===== src/rtl/lsu.sv =====
// Load/store unit: byte/half/word accesses over a valid/ready data-memory port.
// Define MISALIGNED_SPLIT_EN to perform misaligned accesses (two word accesses when crossing a word).
module lsu #(
    parameter int XLEN = 32
) (
    input  logic            clk,
    input  logic            rst,
    input  logic            req_valid,
    input  logic            req_we,
    input  logic [1:0]      req_size,
    input  logic            req_unsigned,
    input  logic [XLEN-1:0] req_addr,
    input  logic [XLEN-1:0] req_wdata,
    output logic            stall,
    output logic            done,
    output logic [XLEN-1:0] rdata,
    output logic            fault,
    output logic            mem_valid,
    input  logic            mem_ready,
    output logic            mem_we,
    output logic [XLEN-1:0] mem_addr,
    output logic [3:0]      mem_be,
    output logic [XLEN-1:0] mem_wdata,
    input  logic            mem_rvalid,
    input  logic [XLEN-1:0] mem_rdata
);

    typedef enum logic [2:0] {IDLE, REQ0, RESP0, REQ1, RESP1, DONE} state_t;

    state_t      state_reg, state_next;
    logic [1:0]  offset;
    logic [7:0]  size_mask;
    logic [7:0]  lane_mask;
    logic [63:0] store_image;
    logic        bad_req;
    logic        split_step;
    logic        load_final;
    logic [63:0] load_pair;

    logic [1:0]  offset_reg;
    logic [1:0]  size_reg;
    logic        unsigned_reg;
    logic [3:0]  hi_be_reg;
    logic [31:0] hi_wdata_reg;
    logic [31:0] lo_reg;

    function automatic logic [31:0] load_extend(input logic [63:0] pair, input logic [1:0] off,
                                                input logic [1:0] size, input logic uns);
        logic [31:0] sh;
        sh = 32'(pair >> {off, 3'b000});
        case (size)
            2'b00:   return uns ? {24'b0, sh[7:0]}  : {{24{sh[7]}}, sh[7:0]};
            2'b01:   return uns ? {16'b0, sh[15:0]} : {{16{sh[15]}}, sh[15:0]};
            default: return sh;
        endcase
    endfunction

    assign stall = req_valid & ~done & ~rst;

    always_comb begin
        offset = req_addr[1:0];
        case (req_size)
            2'b00:   size_mask = 8'h01;
            2'b01:   size_mask = 8'h03;
            default: size_mask = 8'h0F;
        endcase
        lane_mask   = size_mask << offset;
        store_image = {32'b0, req_wdata} << {offset, 3'b000};
`ifdef MISALIGNED_SPLIT_EN
        bad_req = (req_size == 2'b11);
`else
        bad_req = (req_size == 2'b11)
               || (req_size == 2'b01 && req_addr[0])
               || (req_size == 2'b10 && req_addr[1:0] != 2'b00);
`endif
    end

    always_ff @(posedge clk or posedge rst) begin
        if (rst) state_reg <= IDLE;
        else     state_reg <= state_next;
    end

    always_comb begin
        state_next = state_reg;
        split_step = 1'b0;
        load_final = 1'b0;
        load_pair  = {32'b0, mem_rdata};
        case (state_reg)
            IDLE:  if (req_valid) state_next = bad_req ? DONE : REQ0;
            REQ0:  if (mem_ready) begin
                       if (!mem_we)               state_next = RESP0;
                       else if (hi_be_reg != 4'b0) begin
                           state_next = REQ1;
                           split_step = 1'b1;
                       end else                   state_next = DONE;
                   end
            RESP0: if (mem_rvalid) begin
                       if (hi_be_reg != 4'b0) begin
                           state_next = REQ1;
                           split_step = 1'b1;
                       end else begin
                           state_next = DONE;
                           load_final = 1'b1;
                       end
                   end
            REQ1:  if (mem_ready) state_next = mem_we ? DONE : RESP1;
            RESP1: if (mem_rvalid) begin
                       state_next = DONE;
                       load_final = 1'b1;
                       load_pair  = {mem_rdata, lo_reg};
                   end
            DONE:    state_next = IDLE;
            default: state_next = IDLE;
        endcase
    end

    // Request parameters are latched in IDLE so the datapath never depends on the core holding req_* steady.
    always_ff @(posedge clk or posedge rst) begin
        if (rst) begin
            done         <= 1'b0;
            fault        <= 1'b0;
            rdata        <= '0;
            mem_valid    <= 1'b0;
            mem_we       <= 1'b0;
            mem_addr     <= '0;
            mem_be       <= 4'b0;
            mem_wdata    <= '0;
            offset_reg   <= 2'b0;
            size_reg     <= 2'b0;
            unsigned_reg <= 1'b0;
            hi_be_reg    <= 4'b0;
            hi_wdata_reg <= 32'b0;
            lo_reg       <= 32'b0;
        end else begin
            done      <= (state_next == DONE);
            fault     <= (state_reg == IDLE) && req_valid && bad_req;
            mem_valid <= (state_next == REQ0) || (state_next == REQ1);
            if (state_reg == IDLE && req_valid && !bad_req) begin
                mem_addr     <= {req_addr[XLEN-1:2], 2'b00};
                mem_be       <= lane_mask[3:0];
                mem_wdata    <= store_image[31:0];
                mem_we       <= req_we;
                offset_reg   <= offset;
                size_reg     <= req_size;
                unsigned_reg <= req_unsigned;
                hi_be_reg    <= lane_mask[7:4];
                hi_wdata_reg <= store_image[63:32];
            end
            if (state_reg == RESP0 && mem_rvalid)
                lo_reg <= mem_rdata;
            if (split_step) begin
                mem_addr  <= mem_addr + XLEN'(4);
                mem_be    <= hi_be_reg;
                mem_wdata <= hi_wdata_reg;
            end
            if (load_final)
                rdata <= load_extend(load_pair, offset_reg, size_reg, unsigned_reg);
        end
    end

endmodule

===== config.mk =====
export PLATFORM = sky130hd
export DESIGN_NAME = lsu
export DESIGN_NICKNAME = d
export VERILOG_FILES = /design/src/rtl/lsu.sv
export SDC_FILE = /design/constraint.sdc
export NUM_CORES = 1
export LEC_CHECK = 0
export ABC_CLOCK_PERIOD_IN_PS = 7400
export CORE_AREA = 3 3 168 170
export DETAILED_ROUTE_END_ITERATION = 12
export DIE_AREA = 0 0 171 173
export GPL_TIMING_DRIVEN = 1
export PLACE_DENSITY = 0.56
export SLEW_MARGIN = 30
export SYNTH_ARGS = -nofsm -noshare
export SYNTH_HDL_FRONTEND = slang
export SYNTH_SLANG_ARGS = --single-unit

===== constraint.sdc =====
create_clock -name clk -period 7.4 [get_ports clk]
set_clock_uncertainty 0.2 [all_clocks]
set_input_delay 1.11 -clock clk [delete_from_list [all_inputs] [get_ports clk]]
set_output_delay 1.11 -clock clk [all_outputs]
set_load 0.01 [all_outputs]

---- Word-level counts from Yosys, hierarchy flattened ----
Index checks and enable logic that the tools add are counted.
cells by class
  add/subtract/negate cells ............... 1
  multiply operators ...................... 0
  divide/modulo/power cells ............... 0
  magnitude comparators ................... 0
  eq/ne operators ......................... 11
  shifts and indexed selects .............. 3
  muxes and demuxes ....................... 31
  bitwise gates (word level) .............. 4
  reductions and logical operators ........ 16
operator list
  operator                                              count
  two-way mux 32 bit                                    6
  two-way mux 64 bit                                    2
  one-hot mux 32 bit (2 select lines)                   1
  << shifter 32 x 5 -> 64 bit                           1
  >> shifter 64 x 5 -> 32 bit                           1
  adder 32 x 3 -> 32 bit (second input constant)        1
  two-way mux 3 bit                                     8
  one-hot mux 3 bit (5 select lines)                    1
  equality test 3 x 2 -> 1 bit (second input constant)  3
  two-way mux 1 bit                                     8
  two-way mux 4 bit                                     2
  one-hot mux 4 bit (2 select lines)                    1
  << shifter 8 x 2 -> 8 bit                             1
  equality test 3 x 1 -> 1 bit (second input constant)  2
  equality test 3 bit (second input constant)           2
  logical AND 1 bit                                     6
  equality test 2 x 1 -> 1 bit (second input constant)  2
  equality test 2 bit (second input constant)           2
  logical NOT 2 bit                                     2
  one-hot mux 1 bit (2 select lines)                    2
  nonzero test 2 bit                                    2
  nonzero test 4 bit                                    1
  logical NOT 3 bit                                     1
  logical OR 1 bit                                      3
  3 further kinds                                       5
word-level totals
  flip-flop bits (word level) ............. 180
  latch bits .............................. 0
  bits in writable memories ............... 0
  memory bits (read-only) ................. 0
  input port bits ......................... 105
  output and inout bits ................... 105
  logic and storage cells ................. 81
  memories kept ........................... 0

---- Depth between registers and ports, before layout ----
Gate-level depths: netlist of run 1.
  word-level depth ........................ 9
  depth in mapped cells ................... 9
  gate-level depth less buffers ........... 6

---- Worst setup path before layout of run 1 ----
No wires, ideal clock.
  path kind ............................... input to register
  start point ............................. in mem_rvalid
  end point ............................... reg rdata[21]
  library setup time ...................... 77 ps
  data arrival time ....................... 2469 ps
  required time ........................... 7123 ps
  path slack .............................. 4654 ps
  cell stages on the path ................. 7
  buffers on the path ..................... 2
  path through ............................ and4bb_2 buf_4 mux4_2 nor4b_4 nor3_2 buf_4 a21oi_1
between the ends
  word-level cells in the longest chain between the ends .. 5
  elaborated cells on any way between the ends .. 9
  classes of those cells .................. shift: 1; mux: 8
ends and longest elaborated chain
  item                                          line    source
  start: declaration                            24      input logic mem_rvalid,
  two-way mux 64 bit                            107     RESP1: if (mem_rvalid) begin
  two-way mux 64 bit                            88      case (state_reg)
  >> shifter 64 x 5 -> 32 bit                   50      sh = 32'(pair >> {off, 3'b000});
  two-way mux 32 bit, on equally long branches  53, 52
  one-hot mux 32 bit (2 select lines)           51      case (size)
  end signal: assignment                        157     rdata <= load_extend(load_pair, offset_reg, size_reg, unsigned_reg);
  end: declaration                              16      output logic [XLEN-1:0] rdata,
Parallel ways exist; a longest one is shown, timed or not.
A chain may end at the register's enable or synchronous reset.

---- Final worst setup path of run 1 ----
  start point ............................. in mem_rvalid
  end point ............................... reg rdata[17]
The elaborated chain is that of the path after synthesis.

==> qor.json, run 1 <==
{
  "yosysWarnings": {"value": 0},
  "worst_hold_path_stage_count": {"value": 2},
  "dpl_cell_area": {"value": 11600, "unit": "sq um"},
  "synth_area_leaders": {"value": "sky130_fd_sc_hd__dfrtp_1 (45%), sky130_fd_sc_hd__mux2i_1 (7.9%), sky130_fd_sc_hd__mux2_2 (5.6%), sky130_fd_sc_hd__nand2_1 (5.6%), sky130_fd_sc_hd__nor2_1 (3.9%)"},
  "totalNegativeSetupSlack": {"value": 0, "unit": "ns"},
  "drt-total-wl": {"value": 29.4, "unit": "mm"},
  "syn_area_per_cell": {"value": 9.51, "unit": "sq um"},
  "detail-route-antenna-nets": {"value": 0},
  "maxClockFrequency": {"value": 243, "unit": "MHz"},
  "design.portCount": {"value": 210},
  "slowest_stage_cell_cp": {"value": "sky130_fd_sc_hd__and4bb_2"},
  "largest_net_degree_at_the_start_of_global_routing": {"value": 73},
  "end_kind": {"value": "flop"},
  "cts_tree": {"value": "built"},
  "post-synth-top-area-cell": {"value": "sky130_fd_sc_hd__dfrtp_1"},
  "num-nets-final": {"value": 1252},
  "crit_fanout": {"value": 23},
  "final_max_tran_viols": {"value": 0},
  "dieHeight": {"value": 173, "unit": "um"},
  "layout-drive-gt1-share": {"value": 10.6, "unit": "%"},
  "grt_util_met1": {"value": 27.7, "unit": "%"},
  "hold_ws": {"value": 0.273, "unit": "ns"},
  "grt_setup_unrepaired": {"value": "no"},
  "max_clock_buf_depth": {"value": 2},
  "grt_first_pass_wirelength": {"value": 46.3, "unit": "mm"},
  "timing.final.setup_violations": {"value": 0},
  "hpwl": {"value": 20.3, "unit": "mm"},
  "crit_path_start": {"value": "mem_rvalid"},
  "numCtsBuffers": {"value": 17},
  "syn-cell-area": {"value": 9370, "unit": "sq um"},
  "power_leakage": {"value": 4.97, "unit": "nW"},
  "gr-total-overflow": {"value": 0},
  "final_weighted_congestion_of_routability_driven_global_placement": {"value": 0.843},
  "crit_chain": {"value": "clkdlybuf4s50_1 > and4bb_2 > buf_4 > mux4_2 > o221ai_1 > nor3_4 > a21oi_1"},
  "synth_top_flop_cell": {"value": "sky130_fd_sc_hd__dfrtp_1"},
  "antenna-diode-count": {"value": 0},
  "synth-edff-count": {"value": 0},
  "post_layout_nonfiller_instances": {"value": 1500},
  "ctsRootBufferMaster": {"value": "sky130_fd_sc_hd__clkbuf_16"},
  "min-delay-path-class": {"value": "reg2reg"},
  "cts_setup_buffers": {"value": 0},
  "cts-htree-levels": {"value": 4},
  "port_buffers": {"value": 207},
  "clock_latency": {"value": 0.43, "unit": "ns"},
  "holdBufCountCts": {"value": 0},
  "syn2layout_area_growth": {"value": 30.0, "unit": "%"},
  "largest_incremental_delay_on_the_critical_path": {"value": 0.76, "unit": "ns"},
  "timing.reg2reg.worst_path_depth": {"value": 6},
  "critical_path_required": {"value": 7.47, "unit": "ns"},
  "placementRows": {"value": 60},
  "sink_count": {"value": 169},
  "dp_cells": {"value": 1468},
  "synth_cells": {"value": 985},
  "rr_startpoint": {"value": "state_reg[2]"},
  "avgViaCountPerCell": {"value": 5.45},
  "synthArstFlopShare": {"value": 100, "unit": "%"},
  "period_share": {"value": 55.6, "unit": "%"},
  "dp_slack": {"value": 2.86, "unit": "ns"},
  "peakVddDrop": {"value": 0.176, "unit": "mV"},
  "status": {"value": "complete, no violations"},
  "met2_usage": {"value": 30.7, "unit": "%"},
  "power_density_normalized_to_cell_area": {"value": 380, "unit": "nW/um^2"},
  "postLayoutCellArea": {"value": 12200, "unit": "sq um"},
  "max-cap-violations": {"value": 0},
  "ctsResizeCount": {"value": 0},
  "synth_sequential_area_ratio": {"value": 45.1, "unit": "%"},
  "rrSetupSlack": {"value": 3.87, "unit": "ns"},
  "synth_top_area_share": {"value": 45.1, "unit": "%"},
  "synth_seq_cells": {"value": 169},
  "floorplan.die_area": {"value": 29600, "unit": "sq um"},
  "die-width": {"value": 171, "unit": "um"},
  "worstHoldStart": {"value": "hi_wdata_reg[10]"},
  "groute.layer.met3.usage": {"value": 5.53, "unit": "%"},
  "yosysUniqueCellTypes": {"value": 72},
  "path_class": {"value": "in2reg"},
  "vias": {"value": 8180},
  "drt_pre_antenna_iters": {"value": 5},
  "worst_slew_pin_slew": {"value": 0.948, "unit": "ns"},
  "worstReg2RegEnd": {"value": "rdata[17]"},
  "peak_usage_layer_in_the_global_routing_report": {"value": "met2"},
  "route.detailed.drc": {"value": 0},
  "slew_headroom": {"value": 36.8, "unit": "%"},
  "grtUsageTotal": {"value": 19.7, "unit": "%"},
  "final.setup.worst_slack": {"value": 3.29, "unit": "ns"},
  "finalCriticalPeriod": {"value": 4.11, "unit": "ns"},
  "detail_route.wl_per_cell": {"value": 19.6, "unit": "um"},
  "final-hold-violation-count": {"value": 0},
  "start_kind": {"value": "input pin"},
  "path_clk_slew": {"value": 0.07, "unit": "ns"},
  "fill_cells": {"value": 2606},
  "first_global_vias": {"value": 8079},
  "antenna_violations_before_repair": {"value": 2},
  "floorplan.core_area": {"value": 26900, "unit": "sq um"},
  "start_util": {"value": 34.9, "unit": "%"},
  "worst-endpoint-arrival": {"value": 4.19, "unit": "ns"},
  "detailedRoute.firstIterationViolations": {"value": 619},
  "min_delay_worst_endpoint": {"value": "hi_wdata_reg[10]"}
}
-- synth_stat cells (5+ instances only) --
cell,number
sky130_fd_sc_hd__o22ai_1,5
sky130_fd_sc_hd__mux2i_1,74
sky130_fd_sc_hd__nand4_1,8
sky130_fd_sc_hd__o211ai_1,27
sky130_fd_sc_hd__a2bb2oi_1,9
sky130_fd_sc_hd__nor3_1,9
sky130_fd_sc_hd__mux2_2,47
sky130_fd_sc_hd__nand3_1,44
sky130_fd_sc_hd__buf_2,15
sky130_fd_sc_hd__a21oi_1,61
sky130_fd_sc_hd__buf_1,14
sky130_fd_sc_hd__o21ai_0,49
sky130_fd_sc_hd__nand2_1,139
sky130_fd_sc_hd__a221o_1,8
sky130_fd_sc_hd__a211oi_1,7
sky130_fd_sc_hd__a31oi_1,25
sky130_fd_sc_hd__and2_1,8
sky130_fd_sc_hd__clkbuf_1,36
sky130_fd_sc_hd__o221a_2,5
sky130_fd_sc_hd__or3_1,10
sky130_fd_sc_hd__dfrtp_1,169
sky130_fd_sc_hd__nor2b_1,9
sky130_fd_sc_hd__nor2_1,98
sky130_fd_sc_hd__buf_4,7
sky130_fd_sc_hd__o22a_1,5
sky130_fd_sc_hd__and3_1,9
sky130_fd_sc_hd__inv_1,8
sky130_fd_sc_hd__buf_6,6
sky130_fd_sc_hd__a311oi_1,8
-- worst max-delay path, delay by kind of cell --
| kind | cells | cell delay (ns) |
|---|---|---|
| and+or+nand+nor | 2 | 1.38 |
| buffers and inverters | 2 | 1.03 |
| AOI/OAI and AO/OA | 2 | 0.32 |
| muxes | 1 | 0.32 |
-- layout by cell type, fill, tap and decap left out, drive strengths merged, types with 10 or more instances in the layout --
master	Yosys	routed
clkdlybuf4s50	0	205
dfrtp	169	169
nand2	139	139
nor2	99	99
mux2i	74	74
a21oi	61	61
o21ai	52	52
mux2	47	47
nand3	44	44
o211ai	27	27
a31oi	25	25
inv	8	19
clkbuf	36	17
buf	42	14
nor3	13	13
or3	10	10
-- logic make-up after synthesis --
kind of cell,share of synthesized area [%]
AO/OA/AOI/OAI,17.1
buffers and inverters,4.49
multiplexers,14.5
flip-flops,45.1
AND/OR/NAND/NOR,18.5
XOR/XNOR,0.0935
adder cells (fa/ha/maj),0.134
other,0.0400
-- where the power goes --
| part | internal (mW) | total [mW] | switching, mW | leakage [nW] |
|---|---|---|---|---|
| clock network | 0.451 | 0.886 | 0.435 | 0.282 |
| registers | 1.36 | 1.77 | 0.413 | 2.09 |
| logic | 1.03 | 1.97 | 0.943 | 2.60 |
| total | 2.84 | 4.63 | 1.79 | 4.97 |
-- metal layers --
metal  part of all wire [%]  vias to the layer above
met5                  0.071                        -
met2                     46                      282
li1                       -                     3890
met4                   0.90                        4
met3                    7.2                       28
met1                     46                     3976
-- metrics by stage --
step / power [mW] / utilization [%]
6_report: 4.63 / 45.3
5_1_grt: 4.94 / 45.3
4_1_cts: 4.66 / 45.3
3_5_place_dp: 3.76 / 43.2
3_3_place_gp: 3.73 / 43.2
2_1_floorplan: 2.82 / -
-- cell type report --
type / instances / area, sq um / area share [%]
Multi-Input combinational cell: 729 / 4750 / 39.0
Sequential cell: 169 / 4230 / 34.7
Timing Repair Buffer: 219 / 2150 / 17.7
Tap cell: 341 / 427 / 3.50
Clock buffer: 17 / 425 / 3.49
Clock inverter: 15 / 146 / 1.20
Inverter: 10 / 42.5 / 0.349
-- worst max path at each step --
stage / end / slack, ns / cells after the start
finish: rdata[17] / 3.29 / 7
global route: rdata[31] / 3.15 / 7
CTS: rdata[17] / 3.32 / 7
detailed placement: rdata[17] / 2.86 / 7
global placement: rdata[20] / 2.64 / 7
floorplan: done / 1.51 / 1
Power figures use the tool's default switching activity.
==> run 2, diff against run 1 <==
Settings changed: ABC_CLOCK_PERIOD_IN_PS 7400 to 3800.
Clock period 7.4 ns to 3.8 ns, I/O delays scaled along.
==> run 2 against run 1 <==
Effect of this change: routed wire length increased by 2.6%; count of clock-buffer cells in the layout increased by 1; non-clock buffer count increased by 18; die area unchanged; global-route usage increased by 0.58 points; critical path depth unchanged; worst setup slack got worse by 2.3 ns; worst hold slack got worse by 0.0017 ns; register-to-register slack got worse by 2.8 ns; sequential share of layout area decreased by 0.70 points; combinational power increased by 95%; power increased by 100%; largest cell class unchanged.
==> qor.json, run 2 (same netlist as run 1, synthesis figures left out) <==
{
  "vias": {"value": 8316, "change": "was 8180"},
  "start_kind": {"value": "input pin", "change": "unchanged"},
  "grt_first_pass_wirelength": {"value": 47.4, "unit": "mm", "change": "was 46.3 mm"},
  "grt_setup_unrepaired": {"value": "no", "change": "unchanged"},
  "holdBufCountCts": {"value": 0, "change": "unchanged"},
  "cts_tree": {"value": "built", "change": "unchanged"},
  "final_weighted_congestion_of_routability_driven_global_placement": {"value": 0.828, "change": "was 0.843"},
  "design.portCount": {"value": 210, "change": "unchanged"},
  "status": {"value": "complete, no violations", "change": "unchanged"},
  "drt-total-wl": {"value": 30.2, "unit": "mm", "change": "was 29.4 mm"},
  "port_buffers": {"value": 207, "change": "unchanged"},
  "avgViaCountPerCell": {"value": 5.48, "change": "was 5.45"},
  "ctsResizeCount": {"value": 0, "change": "unchanged"},
  "drt_pre_antenna_iters": {"value": 5, "change": "unchanged"},
  "max_clock_buf_depth": {"value": 2, "change": "unchanged"},
  "die-width": {"value": 171, "unit": "um", "change": "unchanged"},
  "peakVddDrop": {"value": 0.338, "unit": "mV", "change": "was 0.176 mV"},
  "mostFrequentLayoutCell": {"value": "sky130_fd_sc_hd__clkdlybuf4s50_1", "change": "unchanged"},
  "power_report.internal_total": {"value": 5.82, "unit": "mW", "change": "was 2.84 mW"},
  "worst-endpoint-arrival": {"value": 2.98, "unit": "ns", "change": "was 4.19 ns"},
  "sink_count": {"value": 169, "change": "unchanged"},
  "path_class": {"value": "in2reg", "change": "unchanged"},
  "cts_setup_buffers": {"value": 0, "change": "unchanged"},
  "final.setup.worst_slack": {"value": 0.975, "unit": "ns", "change": "was 3.29 ns"},
  "layout-drive-gt1-share": {"value": 11.9, "unit": "%", "change": "was 10.6%"},
  "power_density_normalized_to_cell_area": {"value": 746, "unit": "nW/um^2", "change": "was 380 nW/um^2"},
  "final-hold-violation-count": {"value": 0, "change": "unchanged"},
  "detail-route-antenna-nets": {"value": 0, "change": "unchanged"},
  "slew_headroom": {"value": 42.8, "unit": "%", "change": "was 36.8%"},
  "floorplan.core_area": {"value": 26900, "unit": "sq um", "change": "unchanged"},
  "antenna-diode-count": {"value": 0, "change": "unchanged"},
  "num-nets-final": {"value": 1270, "change": "was 1252"},
  "placementRows": {"value": 60, "change": "unchanged"},
  "finalCriticalPeriod": {"value": 2.82, "unit": "ns"},
  "start_util": {"value": 34.9, "unit": "%", "change": "unchanged"},
  "clock_latency": {"value": 0.43, "unit": "ns", "change": "about the same"},
  "first_global_vias": {"value": 8183, "change": "was 8079"},
  "totalNegativeSetupSlack": {"value": 0, "unit": "ns", "change": "unchanged"},
  "dieHeight": {"value": 173, "unit": "um", "change": "unchanged"},
  "worst_slew_pin_slew": {"value": 0.858, "unit": "ns", "change": "was 0.948 ns"},
  "numCtsBuffers": {"value": 17, "change": "unchanged"},
  "switchingPower": {"value": 3.45, "unit": "mW", "change": "was 1.79 mW"},
  "power_leakage": {"value": 5.10, "unit": "nW", "change": "was 4.97 nW"},
  "hpwl": {"value": 21.6, "unit": "mm", "change": "was 20.3 mm"},
  "antenna_violations_before_repair": {"value": 0, "change": "was 2"},
  "share_clk_of_total_power": {"value": 20.7, "unit": "%", "change": "was 19.1%"},
  "final_max_tran_viols": {"value": 0, "change": "unchanged"},
  "detailedRoute.firstIterationViolations": {"value": 618, "change": "was 619"},
  "min-delay-path-class": {"value": "reg2reg", "change": "unchanged"},
  "syn2layout_area_growth": {"value": 32.6, "unit": "%", "change": "was 30.0%"},
  "share_comb_of_total_power": {"value": 41.5, "unit": "%", "change": "was 42.5%"},
  "net_switching_share_of_the_total_power": {"value": 37.2, "unit": "%", "change": "was 38.7%"},
  "timing.final.setup_violations": {"value": 0, "change": "unchanged"},
  "final_cell_mix": {"value": "sky130_fd_sc_hd__clkdlybuf4s50_1 (205), sky130_fd_sc_hd__dfrtp_1 (168), sky130_fd_sc_hd__nand2_1 (138)", "change": "unchanged"},
  "maxClockFrequency": {"value": 354, "unit": "MHz"},
  "power.sequential.fraction": {"value": 37.8, "unit": "%", "change": "was 38.3%"},
  "critical_path_required": {"value": 3.95, "unit": "ns", "change": "was 7.47 ns"},
  "max-cap-violations": {"value": 0, "change": "unchanged"},
  "period_share": {"value": 74.3, "unit": "%"},
  "route.detailed.drc": {"value": 0, "change": "unchanged"},
  "gr-total-overflow": {"value": 0, "change": "unchanged"},
  "grtUsageTotal": {"value": 20.2, "unit": "%", "change": "was 19.7%"},
  "overall_power_consumption": {"value": 9.27, "unit": "mW", "change": "was 4.63 mW"},
  "largest_net_degree_at_the_start_of_global_routing": {"value": 63, "change": "was 73"},
  "detail_route.wl_per_cell": {"value": 19.9, "unit": "um", "change": "was 19.6 um"},
  "floorplan.die_area": {"value": 29600, "unit": "sq um", "change": "unchanged"},
  "end_kind": {"value": "flop", "change": "unchanged"},
  "ctsRootBufferMaster": {"value": "sky130_fd_sc_hd__clkbuf_16", "change": "unchanged"},
  "dp_slack": {"value": 0.584, "unit": "ns", "change": "was 2.86 ns"},
  "path_clk_slew": {"value": 0.07, "unit": "ns", "change": "about the same"},
  "cts-htree-levels": {"value": 4, "change": "unchanged"},
  "crit_fanout": {"value": 11, "change": "was 23"}
}
-- run 2: cell count changes in the layout (fill, tap and decap cells not counted), sizes merged --
| cell | delta |
|---|---|
| buf | +18 |
| inv | -7 |
| bufinv | +4 |
| clkinvlp | +2 |
| clkbuf | +1 |
-- run 2: layout make-up --
| class | instances | area [sq um] |
|---|---|---|
| Fill cell | 2553 | 14400 |
| Inverter | 10 | 41.3 |
| Sequential cell | 169 | 4230 |
| Clock inverter | 14 | 210 |
| Tap cell | 341 | 427 |
| Timing Repair Buffer | 237 | 2340 |
| Clock buffer | 18 | 429 |
| Multi-Input combinational cell | 729 | 4750 |
-- run 2: routing by layer --
| layer | up-vias | GRT usage [%] | share of wire (%) | wire length, um |
|---|---|---|---|---|
| met4 | 0 | 4.43 | 1.4 | 425 |
| met1 | 4085 | 27.9 | 45 | 13600 |
| li1 | 3939 | - | - | - |
| met5 | - | 0 | 0 | 0 |
| met3 | 31 | 5.60 | 6.5 | 1950 |
| met2 | 261 | 32.0 | 47 | 14200 |
-- run 2: power by group through the flow --
stage | logic, mW | clock network, mW | registers [mW]
floorplan | 2.09 | 0 | 3.41
global placement | 3.83 | 0 | 3.53
detailed placement | 3.88 | 0 | 3.53
CTS | 3.89 | 1.96 | 3.52
global route | 4.23 | 2.03 | 3.64
finish | 3.84 | 1.92 | 3.51
-- run 2: stage by stage --
stage / utilization, % / hold WS [ns] / cell area, sq um / cells
2_1_floorplan: - / 0.239 / 9380 / 986
3_3_place_gp: 43.8 / 0.253 / 11800 / 1485
3_5_place_dp: 43.8 / 0.260 / 11800 / 1485
4_1_cts: 46.1 / 0.278 / 12400 / 1517
5_1_grt: 46.2 / 0.303 / 12400 / 1518
6_report: 46.2 / 0.271 / 12400 / 1518
-- run 2: critical path: stages --
cell                              delay, ns
sky130_fd_sc_hd__clkdlybuf4s50_1       0.62
sky130_fd_sc_hd__and4bb_2              0.41
sky130_fd_sc_hd__buf_4                 0.27
sky130_fd_sc_hd__and2_0                0.51
sky130_fd_sc_hd__a2bb2oi_1             0.20
sky130_fd_sc_hd__o22a_1                0.24
sky130_fd_sc_hd__a21oi_1               0.15
-- run 2: worst paths after layout --
path                                       start          endpoint  slack [ns]  cells after the start
worst max-delay path                  mem_rvalid         rdata[27]        0.98                      7
worst max register to register      state_reg[2]         rdata[27]        1.04                      6
max in group asynchronous                    rst  hi_wdata_reg[19]        2.33                      3
worst min register to register  hi_wdata_reg[11]  hi_wdata_reg[11]        0.27                      2
min in group asynchronous                    rst         mem_valid        0.35                      2
worst min-delay path            hi_wdata_reg[11]  hi_wdata_reg[11]        0.27                      2
